<file path="src/rtl/conv_array_ctrl_pkg.sv">
// ============================================================================
// Module   : conv_array_ctrl_pkg
// Brief    : Shared types and helpers for the conv_kernel row-pass sequencer:
//            FSM state encoding and a minimum-1 address-width helper.
// Revision : 1.0 - initial release
// ============================================================================
`default_nettype none

package conv_array_ctrl_pkg;

  // Sequencer states, explicit 3-bit encoding
  typedef enum logic [2:0] {
    ST_IDLE  = 3'd0,
    ST_CLEAR = 3'd1,
    ST_ACCUM = 3'd2,
    ST_DRAIN = 3'd3,
    ST_DONE  = 3'd4
  } state_t;

  // Width of the optional stall counter
  localparam int unsigned c_STALL_CNT_W = 16;

  // Address width for a range of n values, never narrower than one bit
  function automatic int unsigned width_of(input int unsigned n);
    int unsigned w;
    w = $clog2(n);
    return (w == 0) ? 1 : w;
  endfunction

endpackage : conv_array_ctrl_pkg

`default_nettype wire

</file>
<file path="src/rtl/conv_tap_counter.sv">
// ============================================================================
// Module   : conv_tap_counter
// Brief    : Nested kx/ky counter over a KxK kernel window. kx is the fast
//            index; ky advances when kx wraps. Flags the final tap (K-1,K-1).
// Revision : 1.0 - initial release
// ============================================================================
`default_nettype none

module conv_tap_counter #(
  parameter int KERNEL_SIZE = 3,
  parameter int CNT_W       = 2
) (
  input  logic             clk,
  input  logic             rst,
  input  logic             i_clear,
  input  logic             i_adv,
  output logic [CNT_W-1:0] o_kx,
  output logic [CNT_W-1:0] o_ky,
  output logic             o_last
);

  localparam logic [CNT_W-1:0] c_KMAX = CNT_W'(KERNEL_SIZE - 1);

  logic [CNT_W-1:0] r_kx;
  logic [CNT_W-1:0] r_ky;

  // Tap position: clear to origin, otherwise step raster-order on advance
  always_ff @(posedge clk or posedge rst) begin
    if (rst) begin
      r_kx <= '0;
      r_ky <= '0;
    end else if (i_clear) begin
      r_kx <= '0;
      r_ky <= '0;
    end else if (i_adv) begin
      if (r_kx == c_KMAX) begin
        r_kx <= '0;
        r_ky <= (r_ky == c_KMAX) ? '0 : r_ky + 1'b1;
      end else begin
        r_kx <= r_kx + 1'b1;
      end
    end
  end

  assign o_kx   = r_kx;
  assign o_ky   = r_ky;
  assign o_last = (r_kx == c_KMAX) && (r_ky == c_KMAX);

endmodule : conv_tap_counter

`default_nettype wire

</file>
<file path="src/rtl/conv_array_ctrl.sv">
// ============================================================================
// Module   : conv_array_ctrl
// Brief    : Row-pass sequencer for the conv_kernel array. Walks the KxK
//            weight taps for each output row, drives weight-ROM and line-
//            buffer addresses, pulses the array clear and flags each finished
//            output row. Pixel stalls become zero-weight taps (o_tap_en=0)
//            since the array itself cannot be paused.
//            Optional build macro CONV_ARRAY_CTRL_STALL_CNT_EN adds a
//            saturating 16-bit count of stalled accumulate cycles.
// Revision : 1.0 - initial release
// ============================================================================
`default_nettype none

module conv_array_ctrl
  import conv_array_ctrl_pkg::*;
#(
  parameter int KERNEL_SIZE = 3,
  parameter int IMG_ROWS    = 8,
  parameter int MAC_LAT     = 1
) (
  input  logic                                          clk,
  input  logic                                          rst,
  input  logic                                          i_start,
  input  logic                                          i_pix_valid,
  output logic                                          o_busy,
  output logic                                          o_done,
  output logic                                          o_clear,
  output logic                                          o_tap_en,
  output logic [width_of(KERNEL_SIZE*KERNEL_SIZE)-1:0]  o_weight_addr,
  output logic [width_of(IMG_ROWS)-1:0]                 o_pix_row,
  output logic [width_of(KERNEL_SIZE)-1:0]              o_pix_col,
  output logic                                          o_out_valid,
  output logic [width_of(IMG_ROWS)-1:0]                 o_out_row
`ifdef CONV_ARRAY_CTRL_STALL_CNT_EN
  ,
  output logic [c_STALL_CNT_W-1:0]                      o_stall_cnt
`endif
);

  localparam int unsigned c_WA_W    = width_of(KERNEL_SIZE * KERNEL_SIZE);
  localparam int unsigned c_ROW_W   = width_of(IMG_ROWS);
  localparam int unsigned c_K_W     = width_of(KERNEL_SIZE);
  localparam int unsigned c_DRAIN_W = width_of(MAC_LAT + 1);

  localparam logic [c_ROW_W-1:0]   c_LAST_ROW   = c_ROW_W'(IMG_ROWS - KERNEL_SIZE);
  localparam logic [c_DRAIN_W-1:0] c_DRAIN_LAST = c_DRAIN_W'(MAC_LAT - 1);
  localparam logic [c_WA_W-1:0]    c_K_MUL      = c_WA_W'(KERNEL_SIZE);

  state_t                r_state;
  state_t                w_state_nxt;
  logic [c_ROW_W-1:0]    r_row;
  logic [c_DRAIN_W-1:0]  r_drain_cnt;
  logic                  r_out_valid;
  logic [c_ROW_W-1:0]    r_out_row;

  logic [c_K_W-1:0]      w_kx;
  logic [c_K_W-1:0]      w_ky;
  logic                  w_last_tap;
  logic                  w_tap_clear;
  logic                  w_tap_adv;
  logic                  w_in_accum;
  logic                  w_start_acc;
  logic                  w_drain_end;
  logic                  w_row_last;
  logic [c_WA_W-1:0]     w_weight_addr;
  logic [c_ROW_W-1:0]    w_pix_row;

  assign w_start_acc = (r_state == ST_IDLE) && i_start;
  assign w_drain_end = (r_state == ST_DRAIN) && (r_drain_cnt == c_DRAIN_LAST);
  assign w_row_last  = (r_row == c_LAST_ROW);
  assign w_tap_clear = (r_state == ST_CLEAR);

  conv_tap_counter #(
    .KERNEL_SIZE (KERNEL_SIZE),
    .CNT_W       (c_K_W)
  ) u_tap_counter (
    .clk     (clk),
    .rst     (rst),
    .i_clear (w_tap_clear),
    .i_adv   (w_tap_adv),
    .o_kx    (w_kx),
    .o_ky    (w_ky),
    .o_last  (w_last_tap)
  );

  // State register
  always_ff @(posedge clk or posedge rst) begin
    if (rst) begin
      r_state <= ST_IDLE;
    end else begin
      r_state <= w_state_nxt;
    end
  end

  // Next-state and Moore/Mealy control outputs
  always_comb begin
    w_state_nxt = r_state;
    o_busy      = 1'b1;
    o_done      = 1'b0;
    o_clear     = 1'b0;
    o_tap_en    = 1'b0;
    w_tap_adv   = 1'b0;
    w_in_accum  = 1'b0;
    case (r_state)
      ST_IDLE: begin
        o_busy = 1'b0;
        if (i_start) begin
          w_state_nxt = ST_CLEAR;
        end
      end
      ST_CLEAR: begin
        o_clear     = 1'b1;
        w_state_nxt = ST_ACCUM;
      end
      ST_ACCUM: begin
        // A stalled pixel source turns this cycle into a zero-weight tap
        w_in_accum = 1'b1;
        o_tap_en   = i_pix_valid;
        w_tap_adv  = i_pix_valid;
        if (i_pix_valid && w_last_tap) begin
          w_state_nxt = ST_DRAIN;
        end
      end
      ST_DRAIN: begin
        if (w_drain_end) begin
          w_state_nxt = w_row_last ? ST_DONE : ST_CLEAR;
        end
      end
      ST_DONE: begin
        o_done      = 1'b1;
        w_state_nxt = ST_IDLE;
      end
      default: begin
        w_state_nxt = ST_IDLE;
      end
    endcase
  end

  // Address generation; addresses are only meaningful while accumulating
  assign w_weight_addr = (c_WA_W'(w_ky) * c_K_MUL) + c_WA_W'(w_kx);
  assign w_pix_row     = r_row + c_ROW_W'(w_ky);

  always_comb begin
    o_weight_addr = '0;
    o_pix_row     = '0;
    o_pix_col     = '0;
    if (w_in_accum) begin
      o_weight_addr = w_weight_addr;
      o_pix_row     = w_pix_row;
      o_pix_col     = w_kx;
    end
  end

  // Output-row index: restart on accepted start, step after each drain
  always_ff @(posedge clk or posedge rst) begin
    if (rst) begin
      r_row <= '0;
    end else if (w_start_acc) begin
      r_row <= '0;
    end else if (w_drain_end && !w_row_last) begin
      r_row <= r_row + 1'b1;
    end
  end

  // Drain timer: counts MAC_LAT cycles so the array output has settled
  always_ff @(posedge clk or posedge rst) begin
    if (rst) begin
      r_drain_cnt <= '0;
    end else if (r_state == ST_DRAIN) begin
      r_drain_cnt <= r_drain_cnt + 1'b1;
    end else begin
      r_drain_cnt <= '0;
    end
  end

  // Finished-row flag lands in the cycle after drain (next CLEAR or DONE)
  always_ff @(posedge clk or posedge rst) begin
    if (rst) begin
      r_out_valid <= 1'b0;
      r_out_row   <= '0;
    end else begin
      r_out_valid <= w_drain_end;
      r_out_row   <= w_drain_end ? r_row : '0;
    end
  end

  assign o_out_valid = r_out_valid;
  assign o_out_row   = r_out_row;

`ifdef CONV_ARRAY_CTRL_STALL_CNT_EN
  logic [c_STALL_CNT_W-1:0] r_stall_cnt;

  // Saturating count of accumulate cycles lost to pixel stalls
  always_ff @(posedge clk or posedge rst) begin
    if (rst) begin
      r_stall_cnt <= '0;
    end else if (w_start_acc) begin
      r_stall_cnt <= '0;
    end else if (w_in_accum && !i_pix_valid && (r_stall_cnt != {c_STALL_CNT_W{1'b1}})) begin
      r_stall_cnt <= r_stall_cnt + 1'b1;
    end
  end

  assign o_stall_cnt = r_stall_cnt;
`endif

endmodule : conv_array_ctrl

`default_nettype wire
</file>
<file path="config.mk">
export PLATFORM = sky130hd
export DESIGN_NAME = conv_array_ctrl
export DESIGN_NICKNAME = d
export VERILOG_FILES = /design/src/rtl/conv_array_ctrl_pkg.sv /design/src/rtl/conv_tap_counter.sv /design/src/rtl/conv_array_ctrl.sv
export SDC_FILE = /design/constraint.sdc
export NUM_CORES = 1
export LEC_CHECK = 0
export CAP_MARGIN = 20
export CORE_MARGIN = 1.5
export CORE_UTILIZATION = 48
export DETAILED_ROUTE_END_ITERATION = 8
export PLACE_DENSITY_LB_ADDON = 0.3
export SYNTH_ARGS = -nofsm -noshare
export SYNTH_HDL_FRONTEND = slang
export SYNTH_SLANG_ARGS = --single-unit
export TNS_END_PERCENT = 20
</file>
<file path="constraint.sdc">
create_clock -name clk -period 3.3 [get_ports clk]
set_clock_uncertainty 0.2 [all_clocks]
set_input_delay 0.99 -clock clk [delete_from_list [all_inputs] [get_ports clk]]
set_output_delay 0.99 -clock clk [all_outputs]
set_load 0.01 [all_outputs]
</file>
Yosys cells after proc, flatten, opt, wreduce, memory -nomap -nowiden

Cells that the tools add are included.
W data, S select, Z words.

Bits in registers: 15
Input bits: 4
Output and inout port bits: 17
Logic and storage cells: 61

$add $sub $neg: 6
$mul: 1
Eq/ne operators: 10
Muxes and demuxes: 24
Bitwise logic cells: 1
Reduce and logical (&&, ||, !) cells: 12

Operators with widths:

| operator              | number |
|---|---|
| $mux W3               | 8 |
| $mux W2               | 8 |
| $pmux W3 S4           | 1 |
| $eq A3 B2 Y1 const B  | 2 |
| $eq A3 B3 Y1 const B  | 2 |
| $mux W1               | 6 |
| $ne A2 B2 Y1 const B  | 3 |
| $reduce_bool A2 Y1    | 3 |
| $logic_and A1 B1 Y1   | 5 |
| $add A2 B1 Y2 const B | 2 |
| $add A4 B2 Y4         | 1 |
| $eq A2 B2 Y1 const B  | 2 |
| $mul A2 B2 Y4 const B | 1 |
| $mux W4               | 1 |
| $add A3 B1 Y3 const B | 1 |
| $add A3 B2 Y3         | 1 |
| $eq A3 B1 Y1 const B  | 1 |
| $logic_not A3 Y1      | 1 |
| $reduce_and A3 Y1     | 1 |
| $reduce_and A2 Y1     | 1 |
| $add A1 B1 Y1 const B | 1 |
| $logic_not A1 Y1      | 1 |
| $not A1 Y1            | 1 |

Depth between registers and ports, before layout

Gate-level depths: netlist (run 1).

Word-level depth: 5
Mapped depth: 5
Mapped depth without buffers: 5

Modules after synthesis

Synthesis (run 1) repeated with hierarchy kept, for this count alone.

Cells, all modules: 86
Area, all modules: 925.9 sq um

Modules (own cells, without submodules):

| module           | instances | cells an instance | area an instance (sq um) | seq. area each (sq um) |
|---|---|---|---|---|
| conv_array_ctrl  | 1         | 67                | 708.2                    | 250.2 |
| conv_tap_counter | 1         | 19                | 217.7                    | 100.1 |

Worst setup path after synthesis (run 1)

No wires, ideal clock.

Path type: register to output
Start: register u_tap_counter.r_ky[0], in the netlist u_tap_counter.o_ky[0]
End: output port o_weight_addr[2]
Arrival: 1.740 ns
Data required time: 2.110 ns
Slack: 0.370 ns
Stages on the path, launching flop included: 6
Path buffers: 0
Cell sequence: dfrtp_1 fa_1 ha_1 inv_1 fa_1 nor2_1

Cells in the longest elaborated chain, start to end: 3

Ends and longest elaborated chain:

| what                   | line                   | source |
|---|---|---|
| from (decl)            | conv_tap_counter.sv:25 | `logic [CNT_W-1:0] r_ky;` |
| from (signal assigned) | conv_tap_counter.sv:38 | `r_ky <= (r_ky == c_KMAX) ? '0 : r_ky + 1'b1;` |
| $mul A2 B2 Y4          | conv_array_ctrl.sv:140 | `assign w_weight_addr = (c_WA_W'(w_ky) * c_K_MUL) + c_WA_W'(w_kx);` |
| $add A4 B2 Y4          | conv_array_ctrl.sv:140 |  |
| $mux W4                | conv_array_ctrl.sv:147 | `if (w_in_accum) begin` |
| to (decl)              | conv_array_ctrl.sv:29  | `output logic [width_of(KERNEL_SIZE*KERNEL_SIZE)-1:0] o_weight_addr,` |

Every way passes these cells.

Worst setup path after layout (run 1)

Same ends and word-level chain as after synthesis.

==> results of run 1 <==
-- sequential cells by signal, summed over array words and instances (netlist names) --
register / cells
u_tap_counter.o_kx: 2
o_out_row: 3
r_state: 3
r_row: 3
u_tap_counter.o_ky: 2
r_drain_cnt: 1
-- layer usage --
layer,up-vias,global-route usage (%)
met5,-,0
met2,19,27.8
met4,0,11.7
met1,334,25.9
met3,5,3.92
li1,350,-
-- worst max path at each step --
| stage | start | end | slack [ns] |
|---|---|---|---|
| floorplan | u_tap_counter.o_ky[0] | o_weight_addr[2] | 0.37 |
| finish | u_tap_counter.o_ky[0] | o_weight_addr[2] | -0.02 |
| CTS | u_tap_counter.o_ky[0] | o_weight_addr[3] | -0.06 |
| global route | u_tap_counter.o_ky[0] | o_weight_addr[2] | -0.1 |
| global placement | i_pix_valid | o_tap_en | -0.09 |
| detailed placement | u_tap_counter.o_ky[0] | o_weight_addr[2] | -0.16 |
-- power groups by stage --
stage	clock network, mW	logic (mW)	registers (mW)
global route	0.132	0.612	0.306
finish	0.122	0.555	0.296
CTS	0.127	0.562	0.294
detailed placement	0	0.572	0.298
floorplan	0	0.326	0.302
global placement	0	0.545	0.296
-- synth_stat cells, types with 2 or more instances --
cell type,number,area share [%]
dfrtp_1,14,38
and2_1,9,6.2
ha_1,8,11
inv_1,8,3.3
nor2_1,7,2.9
nand2_1,5,2.1
fa_1,3,6.6
mux2i_1,3,3.3
a211o_1,2,1.9
a21oi_1,2,1.1
buf_6,2,2.5
nand3_1,2,1.1
nand3b_1,2,1.6
nor3_1,2,1.1
nor3b_1,2,1.6
-- cell type report --
type                       count  area (um2)
fill                         150         572
inverter                       8        30.0
sequential                    14         350
tap                           25        31.3
multi-input combinational     62         499
clock buffer                   4        36.3
timing repair buffer          28         245
-- critical path, delay by kind of cell, from the launching register on --
| family | cells | cell delay, ns |
|---|---|---|
| adders and majority gates | 3 | 1.14 |
| buffers and inverters | 2 | 0.19 |
| DFF | 1 | 0.41 |
| and+or+nand+nor | 1 | 0.10 |
-- per-stage QoR --
stage,util [%],cells
finish,67.6,141
CTS,67.9,141
floorplan,-,88
detailed placement,66.4,137
global placement,66.4,137
global route,67.6,141
-- placed cells by master (no fill, tap or decap), drive strengths merged, types with 2 or more instances in the layout --
master          n
nand3           2
ha              8
buf             9
nand3b          2
fa              3
nor3            2
a21oi           2
nand2           6
clkbuf          5
clkdlybuf4s50  14
mux2i           3
dfrtp          14
a211o           2
and2            9
inv             8
nor3b           3
nor2            7
dlygate4sd2     4
-- cells by family (layout without fill, tap and decap cells) --
logic type / count (synthesis) / in the layout / share of synthesized area, %
buf+inv: 12 / 40 / 7.11
fa+ha+maj: 11 / 11 / 17.5
compound gates: 7 / 7 / 5.61
mux: 3 / 3 / 3.28
xor+xnor: 1 / 1 / 0.958
flops: 14 / 14 / 38.3
simple gates: 40 / 40 / 27.2
-- repair_timing --
item / 4_1_cts / 5_1_grt
setup buffers: 0 / 0
hold buffers: 0 / 0
resized for setup: 10 / 1
pin swaps: 1 / 0
endpoints found under the setup margin: 6 / 6
==> metrics.md, run 1 <==
| Metric | Value |
|---|---|
| Cells along the critical path | `fa_1, ha_1, inv_1, fa_1, nor2_1, buf_2` |
| Syn Inst Count | `88` |
| Crit-path max cell delay | `0.55 ns` |
| Clock power frac | `12.5%` |
| Met2 WL | `779 um` |
| Reg2reg start | `u_tap_counter.o_kx[0]` |
| Number of buffers added on ports | `20` |
| ANT cells | `0` |
| CTS sink cnt | `14` |
| Post-synth EDFFs | `0` |
| Switching pwr | `0.382 mW` |
| Period Utilization, post-route | `101%` |
| Worst hold margin | `around 0.36 ns` |
| Synthesized area | `between 900 and 1000 um2` |
| Required time of the critical path | `~2.1 ns` |
| Clock transition at path regs | `0.08 ns` |
| Sw Ratio | `39.3%` |
| Post-route minimum period | `3.32 ns` |
| DRC | `0` |
| Num CTS Buffers | `3` |
| Wire length on met3 | `80 um` |
| IO Count | `21` |
| Die X | `46.7 um` |
| Failing checks | `setup timing` |
| Crit-path slowest cell | `fa_1` |
| P per Cell Area | `816 nW/um2` |
| R2R cell count | `4` |
| CP endpoint kind | `primary output` |
| Mean Syn Cell Area | `10.4 um2` |
| CTS H-tree depth | `1` |
| Initial drt markers | `12` |
| Initial antenna violation count | `0` |
| Via density | `5.02` |
| Worst slew pin tran | `a little over 0.6 ns` |
| Worst hold path type | `reg2reg` |
| DP Area | `1170 um2` |
| Worst Hold Path Cells | `1` |
| FF-to-FF End | `r_state[0]` |
| Final hold vios | `0` |
| Critical Path Start Type | `flop` |
| Setup_tns | `-0.0202 ns` |
| P_leak | `0.584 nW` |
| Sequential Power Share | `30.4%` |
| Ys async rst share | `100%` |
| Worst Setup Slack, final | `-0.0202 ns` |
| Tot Pwr | `0.973 mW` |
| Hold Path Sink | `o_out_row[1]` |
| Router iterations before antenna repair | `4` |
| Max-cap violations | `0` |
| Root Driver | `clkbuf_4` |
| Synth cell types | `32` |
| CTS tree | `done` |
| DIE HEIGHT | `46.7 um` |
| Met1 wire length | `872 um` |
| CTS Buffer Depth | `2` |
| Total global routing overflow | `0` |
| Total wire length | `between 1.5 and 2 mm` |
| #FFs+latches synth | `14` |
| All-Layer GR Usage | `approximately a fifth` |
| Sequential area share after synthesis | `between 30% and 40%` |
| Maximum VDD drop | `0.460 mV` |
| Clk_lat worst skew | `0.28 ns` |
| Effective utilization at floorplan | `51.8%` |
| Largest net degree at the start of global routing | `15` |
| Antenna Nets Post-Route | `0` |
| Rows | `15` |
| Layout area overhead | `30.4%` |
| RSZ-0062 raised after global routing | `yes` |
| Peak Freq | `301 MHz` |
| Top sig layer | `met4` |
| Yosys Warn Count | `0` |
| Core area | `1760 um2` |
| Crit path arrival time | `2.13 ns` |
| CP Class | `reg2out` |
| Worst R2R Setup Slack | `1.67 ns` |
| Share of cells above drive strength 1 | `around 16%` |
| Slew HR | `58.7%` |
| Pre-CTS setup slack | `-0.157 ns` |
| First-pass GRT wire length | `2.77 mm` |
| Routed WL per cell | `between 10 and 15 um` |
| Synthesized net count | `roughly 100` |
| Die ar. | `2180 um2` |
| Fin. max-slew vios | `0` |
| Internal power | `~0.59 mW` |
| Final net count | `132` |
| Final setup vio count | `1` |
| Worst hold start | `r_row[1]` |
| Status | `complete, but fails checks` |
| Combinational share of power | `57.1%` |
| Via Count | `708` |
| Post-DP HPWL | `1.40 mm` |
| Most Frequent Cell on Critical Path | `fa_1` |
| Critical Path Fanout Max | `2` |
| Routability cong. | `about 0.84` |
| Post-route cell area | `about 1200 um2` |
| Number of global-route vias before repair | `637` |
| Main synth FF type | `dfrtp_1` |
(Power assumes the default switching activity.)
==> inputs of run 2 (changes only) <==
Settings changed: ABC_AREA from default to 1.
==> run 2 against run 1 <==
- the run now ends clean
- global-route usage rose by 2.8 points
- clock power down 20%
- sequential share of layout area rose by 0.062 points
- die area grew 0.13%
- utilization is 0.14 points lower
- wire length is 11% higher
- largest cell class unchanged
- fmax is 2.0% higher
- critical endpoint unchanged
- area after synthesis rose by 0.14%
- sequential cell count is the same
- largest power group unchanged
- hold slack better by 0.035 ns
- first-iteration DRC count grew 75%
==> metrics.md, run 2 <==
| Metric | Value |
|---|---|
| Post-route minimum period | `roughly 3.3 ns` |
| Die X | `approximately 47 um` |
| Synth cell types | `16` |
| Effective utilization at floorplan | `51.9%` |
| Post-synth EDFFs | `0` |
| Number of global-route vias before repair | `approximately 820` |
| Period Utilization, post-route | `between 90% and 100%` |
| Rows | `15` |
| CTS tree | `done` |
| Via density | `5.00` |
| Leading cell type in the layout, fill and taps excluded | `nand2_1` |
| Internal power | `0.518 mW` |
| Sw Ratio | `roughly 47%` |
| DIE HEIGHT | `46.7 um` |
| Antenna Nets Post-Route | `0` |
| Core area | `1760 um2` |
| Worst hold path type | `reg2reg` |
| P_leak | `0.641 nW` |
| Post-DP HPWL | `between 1.5 and 2 mm` |
| Routed WL per cell | `11.7 um` |
| Layout area overhead | `29.9%` |
| Final hold vios | `0` |
| Top cell type's share of synthesized area | `between 30% and 40%` |
| CP endpoint kind | `primary output` |
| #FFs+latches synth | `14` |
| Total global routing overflow | `0` |
| All-Layer GR Usage | `about 22%` |
| ANT cells | `0` |
| CTS sink cnt | `14` |
| Most frequent cells in the layout | `27 x nand2_1, 24 x inv_1, 15 x nor2_1` |
| Adder-cell share of the synthesized area | `17.5%` |
| Clock power frac | `10.0%` |
| Post-synthesis mux area share | `0%` |
| Hold-fix buffers, CTS | `0` |
| Router iterations before antenna repair | `4` |
| Combinational share of power | `roughly 59%` |
| Worst slew pin tran | `roughly 0.56 ns` |
| Initial antenna violation count | `0` |
| IO Count | `21` |
| Post-synthesis compound-gate area fraction | `2.19%` |
| Syn Inst Count | `between 100 and 150` |
| Required time of the critical path | `2.11 ns` |
| Clock transition at path regs | `0.08 ns` |
| RSZ-0062 raised after global routing | `yes` |
| CP Class | `reg2out` |
| Die ar. | `approximately 2200 um2` |
| # fillers | `165` |
| Max-cap violations | `0` |
| Share of cells above drive strength 1 | `10.4%` |
| Post-synthesis xor/xnor area fraction | `~1.9%` |
| Post-route cell area | `1190 um2` |
| Main combinational cell family by area after synthesis | `simple AND/OR/NAND/NOR gates` |
| Slew HR | `between 60% and 70%` |
| Multi-input gate area | `about 470 um2` |
| Ys async rst share | `100%` |
| Clk_lat worst skew | `~0.27 ns` |
| DRC | `0` |
| CTS Buffer Depth | `2` |
| Largest net degree at the start of global routing | `15` |
| Final net count | `161` |
| Number of buffers added on ports | `20` |
| Top post-synthesis cells by count | `27 x nand2_1, 24 x inv_1, 15 x nor2_1` |
| Root Driver | `clkbuf_4` |
| P per Cell Area | `823 nW/um2` |
| Mean Syn Cell Area | `7.83 um2` |
| Peak Freq | `307 MHz` |
| Yosys Warn Count | `0` |
| Seq. cell area | `350 um2` |
| Maximum VDD drop | `approximately 0.47 mV` |
| Synthesized net count | `132` |
| Num CTS Buffers | `3` |
| Most common cell in the synthesized netlist | `nand2_1` |
| Sequential Power Share | `31.5%` |
| Total wire length | `1.98 mm` |
| DP Area | `~1200 um2` |
| Routability cong. | `around 0.8` |
| Tot Pwr | `~1 mW` |
| Crit path arrival time | `between 2 and 2.5 ns` |
| Worst R2R Setup Slack | `1.70 ns` |
| Main synth FF type | `dfrtp_1` |
| Sequential area share after synthesis | `between 30% and 40%` |
| First-pass GRT wire length | `3.41 mm` |
| Synth area leaders | `dfrtp_1 38%, nand2_1 11%, ha_1 11%` |
| Initial drt markers | `21` |
| Critical Path Fanout Max | `2` |
| Largest area contributor in the netlist | `dfrtp_1` |
| CTS H-tree depth | `1` |
| Setup_tns | `0 ns` |
| Postcts setup bufs | `0` |
| Synthesized area | `916 um2` |
| Status | `finished, final reports clean` |
| Critical Path Start Type | `flop` |
| Synth Area in Simple Gates | `29.5%` |
| Via Count | `845` |
| Final setup vio count | `0` |
| Fin. max-slew vios | `0` |
| Switching pwr | `0.461 mW` |
[run 2: cell types whose count changed in the layout (fill, tap and decap cells not counted), moves of 4 or more]
cell / delta
and2_1: -8
inv_1: +16
nand2_1: +22
nand3_1: +4
nand4_1: +6
nor2_1: +8
[run 2: cell type report]
class / count / area share (%)
Multi-Input combinational cell: 78 / 39.7
Sequential cell: 14 / 29.4
Timing Repair Buffer: 25 / 18.7
Inverter: 24 / 7.57
Tap cell: 25 / 2.63
Clock buffer: 3 / 1.89
[run 2: timing repair]
action / 4_1_cts / 5_1_grt
setup endpoints to repair: 6 / 5
pin swaps: 0 / 2
resized for setup: 12 / 1
[run 2: power groups by stage]
stage                     Sequential [mW]  Clock (mW)  Combinational, mW
after floorplan                     0.307           0              0.350
after global placement              0.305           0              0.553
after detailed placement            0.310           0              0.585
after CTS                           0.307      0.0978              0.575
after global routing                0.319       0.104              0.653
final                               0.308      0.0975              0.573
[run 2: kinds of logic (layout without fill, tap and decap cells)]
family,count (synthesis),in the layout
adders and majority gates,11,11
AOI/OAI and AO/OA,4,4
DFF,14,14
and+or+nand+nor,61,61
buffers and inverters,25,52
xor gates and xnor gates,2,2
[run 2: metrics by stage]
step                      util [%]  instances  hold WS (ns)  setup WS [ns]
after floorplan                  -        117         0.289          0.358
final                         67.4        169         0.391         0.0441
after global placement        66.7        166         0.338        -0.0747
after global routing          67.4        169         0.423       -0.00968
after detailed placement      66.7        166         0.369        -0.0992
after CTS                     67.2        169         0.389        0.00631
[run 2: path summary, 6_finish.rpt]
| kind | cells after the start | from | to |
|---|---|---|---|
| setup / recovery | 6 | u_tap_counter.o_ky[1] | o_weight_addr[2] |
| hold / removal | 2 | r_row[1] | r_row[1] |
| setup reg to reg | 6 | r_state[0] | u_tap_counter.o_ky[0] |
| hold reg to reg | 2 | r_row[1] | r_row[1] |
| max in group asynchronous | 2 | rst | r_row[2] |
| min in group asynchronous | 2 | rst | r_state[0] |
[run 2: per-layer routing]
| metal | GRT usage, % | vias to the layer above | share of wire, % |
|---|---|---|---|
| met5 | 0 | - | 0 |
| met4 | 1.67 | 0 | 0.45 |
| met3 | 2.35 | 3 | 4.6 |
| met2 | 40.6 | 24 | 52 |
| met1 | 28.5 | 403 | 43 |
| li1 | - | 415 | - |
[run 2: critical path: stages, from the launching register on]
cell	delay (ns)
dfrtp_1	0.41
fa_1	0.55
ha_1	0.14
inv_1	0.05
fa_1	0.47
nor2_1	0.04
buf_2	0.14
==> inputs of run 3 (changes only) <==
Settings changed: CTS_CLUSTER_SIZE from default to 25, SKIP_LAST_GASP from default to 1.
==> run 3 against run 2 <==
- hold slack gained 0.00084 ns
- wire length barely moved
- highest routed layer unchanged
- clock power increased by 0.4%
- power rose by 0.62%
- the run now ends with setup timing left
- sequential share of layout area is 0.22 points lower
- fmax decreased by 3.0%
- register-to-register slack lost 0.14 ns
- largest cell class unchanged
- sequential power barely moved
==> metrics.md, run 3 (synthesis gave the netlist of run 2 again) <==
| Metric | Value |
|---|---|
| Post-DP HPWL | `1.55 mm` |
| Number of global-route vias before repair | `820` |
| Final setup vio count | `3` |
| Failing checks | `setup timing` |
| Worst Setup SP | `u_tap_counter.o_ky[0]` |
| Multi-input gate area | `468 um2` |
| R2R cell count | `6` |
| CTS Buffer Depth | `2` |
| IO Count | `21` |
| Crit-path slowest cell | `clkdlybuf4s50_1` |
| Worst hold start | `r_row[1]` |
| Layout area overhead | `30.9%` |
| Via Count | `845` |
| Number of buffers added on ports | `20` |
| Initial antenna violation count | `0` |
| P_leak | `about 0.66 nW` |
| Worst hold path type | `reg2reg` |
| Num CTS Buffers | `3` |
| Reg2reg start | `r_state[0]` |
| Final Non-Filler Cells | `~170` |
| Clock transition at path regs | `0.08 ns` |
| DIE HEIGHT | `between 40 and 50 um` |
| First-pass GRT wire length | `3.42 mm` |
| ANT cells | `0` |
| Critical Path Fanout Max | `5` |
| Slew HR | `a little over three fifths` |
| Router iterations before antenna repair | `4` |
| Crit-path max cell delay | `roughly 0.56 ns` |
| Root Driver | `clkbuf_4` |
| Period Utilization, post-route | `102%` |
| Final hold vios | `0` |
| Total wire length | `1.98 mm` |
| Crit path arrival time | `roughly 2.2 ns` |
| Max-cap violations | `0` |
| Final net count | `161` |
| CP Class | `reg2out` |
| All-Layer GR Usage | `22.0%` |
| Worst Hold Path Cells | `2` |
| Total global routing overflow | `0` |
| Maximum VDD drop | `0.469 mV` |
| CTS tree | `done` |
| Status | `complete, but fails checks` |
| CP endpoint kind | `primary output` |
| Final core occ | `about two thirds` |
| Die X | `46.7 um` |
| Cells along the critical path | `buf_4, ha_1, inv_1, fa_1, nor2_1, clkdlybuf4s50_1` |
| Via density | `5.00` |
| Seq. cell area | `350 um2` |
| Antenna Nets Post-Route | `0` |
| Tot Pwr | `0.985 mW` |
| DRC | `0` |
| Critical Path Start Type | `flop` |
| Routability cong. | `approximately 0.8` |
| Routed WL per cell | `11.7 um` |
| Rows | `15` |
| # fillers | `162` |
| P per Cell Area | `822 nW/um2` |
| Share of cells above drive strength 1 | `9.03%` |
| Most frequent cells in the layout | `27 x nand2_1, 24 x inv_1, 16 x clkdlybuf4s50_1` |
| FF-to-FF End | `u_tap_counter.o_ky[0]` |
| Clk_lat worst skew | `0.28 ns` |
| Worst slew pin tran | `0.561 ns` |
| CTS sink cnt | `14` |
| Placed cell count | `roughly 170` |
| Worst R2R Setup Slack | `about 1.6 ns` |
| Worst Setup Slack, final | `-0.0576 ns` |
| Hold Path Sink | `r_row[1]` |
| Peak Freq | `298 MHz` |
| Fin. max-slew vios | `0` |
| Die ar. | `between 2000 and 2500 um2` |
| RSZ-0062 raised after global routing | `yes` |
| Initial drt markers | `22` |
| CTS H-tree depth | `1` |
| Post-route minimum period | `3.36 ns` |
| Required time of the critical path | `2.11 ns` |
| Largest net degree at the start of global routing | `15` |
| Core area | `1760 um2` |
| Leading cell type in the layout, fill and taps excluded | `nand2_1` |
| Effective utilization at floorplan | `just over 50%` |
[run 3: routing by layer]
| metal | wire (um) | vias to the layer above | GRT usage, % |
|---|---|---|---|
| met4 | 9 | 0 | 1.67 |
| li1 | - | 415 | - |
| met3 | 74 | 2 | 2.35 |
| met1 | 860 | 407 | 28.8 |
| met5 | 0 | - | 0 |
| met2 | 1040 | 21 | 40.6 |
[run 3: report_power, final]
part	leakage (nW)	internal, mW	switching [mW]
registers	0.186	0.234	0.0732
logic	0.459	0.249	0.331
clock network	0.0138	0.0423	0.0556
[run 3: how the worst max path moves through the flow]
stage	slack, ns	cells past startpoint	end
finish	-0.06	6	o_pix_row[1]
global route	-0.15	6	o_pix_row[1]
global placement	-0.07	6	o_weight_addr[2]
detailed placement	-0.1	6	o_weight_addr[2]
floorplan	0.36	5	o_weight_addr[2]
CTS	-0.09	4	o_tap_en
[run 3: final cells by class]
cell class | instances | share of cell area, %
Clock buffer | 3 | 1.88
Inverter | 24 | 7.52
Multi-Input combinational cell | 78 | 39.0
Sequential cell | 14 | 29.2
Tap cell | 25 | 2.61
Timing Repair Buffer | 25 | 19.7
[run 3: worst max-delay path, delay by kind of cell (launching register included)]
kind | cells | cell delay, ns
buffers and inverters | 3 | 0.78
adder cells (fa/ha/maj) | 2 | 0.58
flip-flops | 1 | 0.41
AND/OR/NAND/NOR | 1 | 0.12
[run 3: what timing repair did]
item,4_1_cts,5_1_grt
pin swaps,0,0
gates cloned,0,0
hold buffers,0,0
buffers inserted,0,0
resized for setup,5,2
endpoints found under the setup margin,6,10
[run 3: metrics by stage]
step           hold WS, ns  worst slack, ns  area (um2)  setup TNS [ns]
6_report             0.392          -0.0576        1200          -0.126
3_5_place_dp         0.369          -0.0992        1180          -0.211
4_1_cts              0.389          -0.0852        1190          -0.286
2_1_floorplan        0.289            0.358         916               0
5_1_grt              0.423           -0.148        1200          -0.503
3_3_place_gp         0.338          -0.0747        1180          -0.149
==> variant: new RTL, config.mk and constraints of run 1 <==
Add an input register stage for `i_start`; this delays it by one clock. The other inputs are not delayed to match.
--- a/src/rtl/conv_array_ctrl.sv
+++ b/src/rtl/conv_array_ctrl.sv
@@ -46,6 +46,12 @@
   localparam logic [c_DRAIN_W-1:0] c_DRAIN_LAST = c_DRAIN_W'(MAC_LAT - 1);
   localparam logic [c_WA_W-1:0]    c_K_MUL      = c_WA_W'(KERNEL_SIZE);
 
+  logic i_start_q;
+
+  always_ff @(posedge clk) begin
+    i_start_q <= i_start;
+  end
+
   state_t                r_state;
   state_t                w_state_nxt;
   logic [c_ROW_W-1:0]    r_row;
@@ -65,7 +71,7 @@
   logic [c_WA_W-1:0]     w_weight_addr;
   logic [c_ROW_W-1:0]    w_pix_row;
 
-  assign w_start_acc = (r_state == ST_IDLE) && i_start;
+  assign w_start_acc = (r_state == ST_IDLE) && i_start_q;
   assign w_drain_end = (r_state == ST_DRAIN) && (r_drain_cnt == c_DRAIN_LAST);
   assign w_row_last  = (r_row == c_LAST_ROW);
   assign w_tap_clear = (r_state == ST_CLEAR);
@@ -104,7 +110,7 @@
     case (r_state)
       ST_IDLE: begin
         o_busy = 1'b0;
-        if (i_start) begin
+        if (i_start_q) begin
           w_state_nxt = ST_CLEAR;
         end
       end
Formal check against the unedited RTL: not equivalent (Yosys sat finds a counterexample within 4 cycles, from zero or initial values and one cycle with rst high).
==> variant against run 1 <==
Sequential cell count rose by 1; routed wire length rose by 2.0%; worst setup slack improved by 0.032 ns; area after synthesis grew 3.8%; clock power down 12%; design area up 0.63%; critical path depth did not move; register-to-register slack got worse by 0.58 ns; total power is 0.48% lower; critical path type unchanged; highest routed layer unchanged.
==> variant: results (changes against run 1) <==
set qor(clock_transition_at_the_register_clock_pins_on_the_worst_setup_and_hold_paths_after_cts_ns) 0.09
set qor(routed_wirelength_um) 1820 ;# +2.0%
set qor(synth.cells.most_frequent) {sky130_fd_sc_hd__dfrtp_1, sky130_fd_sc_hd__nor2_1, sky130_fd_sc_hd__and2_1, sky130_fd_sc_hd__ha_1, sky130_fd_sc_hd__inv_1}
set qor(setup-violations-final) 0 ;# -1
set qor(power.leakage_nw) 0.577 ;# -1.1%
set qor(fraction_of_final_layout_cells_sized_beyond_drive_strength_1_pct) 13.8 ;# -1.7 points
set qor(synth-async-reset-ratio_pct) 93.3 ;# -6.7 points
set qor(synthDistinctLibCells) 33 ;# +3.1%
set qor(grt_first_pass_wirelength_um) 2980 ;# +7.5%
set qor(outcome) {finished, final reports clean}
set qor(global_route.usage.met2_pct) 30.5 ;# +2.8 points
set qor(via_count_of_the_first_global_routing_pass) 660 ;# +3.6%
set qor(dpl.hpwl_um) 1390 ;# -0.48%
set qor(post_synth_main_area_contributors) {sky130_fd_sc_hd__dfrtp_1, sky130_fd_sc_hd__ha_1, sky130_fd_sc_hd__fa_1, sky130_fd_sc_hd__and2_1, sky130_fd_sc_hd__mux2i_1}
set qor(clkLatencyLatePin_ns) 0.29
set qor(cp.arrival_ns) 2.10 ;# -0.03 ns
set qor(slew-limit-headroom_pct) 29.9 ;# -29 points
set qor(ctsHtreeMaxLevel) 1 ;# unchanged
set qor(grt_util_met1_pct) 25.7 ;# -0.27 points
set qor(grt_antenna_before_repair) 0 ;# unchanged
set qor(place_congestion) 0.807 ;# -3.8%
set qor(switching_power_w) 0.000394 ;# +2.9%
set qor(met3_usage_pct) 7.17 ;# +3.2 points
set qor(power.ir.vdd_worst_uv) 433 ;# -5.9%
set qor(final_instance_count_excl_fillers) 141 ;# unchanged
set qor(route.top_layer_used) {met4}
set qor(synth.yosys.seq_area_share_pct) 39.0 ;# +0.69 points
set qor(met1_length_um) 870 ;# -0.23%
set qor(wl_met2_um) 851 ;# +9.2%
set qor(postSynthNetCount) 106 ;# +2.9%
set qor(routed_via_density) 4.99 ;# -0.71%
set qor(post_synth_inst_count) 91 ;# +3.4%
set qor(post-place-ws_ns) -0.135 ;# +0.0221 ns
set qor(drt_iter0_drc) 5 ;# -7
set qor(worst-r2r-cell-count) 4 ;# unchanged
set qor(num_cts_buffers) 3 ;# unchanged
set qor(gr-usage-all-layers_pct) 19.5 ;# +0.40 points
set qor(pin_count_of_the_biggest_net_entering_global_routing) 15 ;# unchanged
set qor(routed-wl-met3_um) 69 ;# -14%
==> variant: cell count changes in the layout (fill, tap and decap cells not counted), sizes merged, moves of 2 or more <==
cell	delta
o21ai	+2
or3b	+2
nor2	+2
a211o	-2
clkbuf	-2
==> variant: final cells by class <==
| cell class | count | area (um2) |
|---|---|---|
| inverter | 7 | 26.3 |
| tap | 25 | 31.3 |
| clock buffer | 3 | 22.5 |
| multi-input combinational | 64 | 514 |
| clock inverter | 1 | 5.00 |
| sequential | 15 | 370 |
| fill | 153 | 583 |
| timing repair buffer | 26 | 230 |
==> variant: timing repair <==
| item | CTS | global route |
|---|---|---|
| hold buffers | 0 | 0 |
| setup endpoints to repair | 6 | 2 |
| gates resized for setup | 12 | 0 |
| hold endpoints to repair | 0 | 0 |
| pin swaps | 0 | 3 |
==> variant: per-stage QoR <==
step	instance area, um2	TNS, ns	util, %
after global placement	1190	-0.155	66.6
after floorplan	950	0	-
after global routing	1200	-0.123	67.3
after CTS	1200	0	67.3
final	1200	0	67.3
after detailed placement	1190	-0.213	66.6
==> variant: kinds of logic (layout without fill, tap and decap cells) <==
family                     Yosys count  count (layout)  synth area share [%]
AOI/OAI and AO/OA                    6               6                  3.82
xor gates and xnor gates             1               1                 0.922
adders and majority gates           11              11                  16.9
buffers and inverters               12              37                  6.85
DFF                                 15              15                  39.0
muxes                                4               4                  4.22
and+or+nand+nor                     42              42                  28.3
==> variant: worst max-delay path: stages, from the launching register on <==
cell                      delay [ns]
sky130_fd_sc_hd__dfrtp_1        0.41
sky130_fd_sc_hd__fa_1           0.55
sky130_fd_sc_hd__ha_1           0.15
sky130_fd_sc_hd__inv_1          0.05
sky130_fd_sc_hd__fa_1           0.48
sky130_fd_sc_hd__nor2_1         0.04
sky130_fd_sc_hd__buf_2          0.14
==> variant: power groups by stage <==
stage / clock [W] / combinational (W) / sequential [W]
6_report: 0.000107 / 0.000544 / 0.000318
5_1_grt: 0.000117 / 0.000614 / 0.000332
4_1_cts: 0.000110 / 0.000549 / 0.000318
3_5_place_dp: 0 / 0.000568 / 0.000322
3_3_place_gp: 0 / 0.000540 / 0.000319
2_1_floorplan: 0 / 0.000344 / 0.000304
==> variant: path summary, 6_finish.rpt <==
kind	start	end	slack (ns)
min	r_row[1]$_DFFE_PP0P_	o_out_row[1]$_DFF_PP0_	0.35
min in group asynchronous	rst	o_out_row[1]$_DFF_PP0_	0.83
max	u_tap_counter.o_ky[1]$_DFFE_PP0P_	o_weight_addr[2]	0.01
min reg2reg	r_row[1]$_DFFE_PP0P_	o_out_row[1]$_DFF_PP0_	0.35
max reg2reg	r_state[1]$_DFFE_PP0P_	r_row[2]$_DFFE_PP0P_	1.09
max in group asynchronous	rst	u_tap_counter.o_kx[0]$_DFFE_PP0P_	1.71
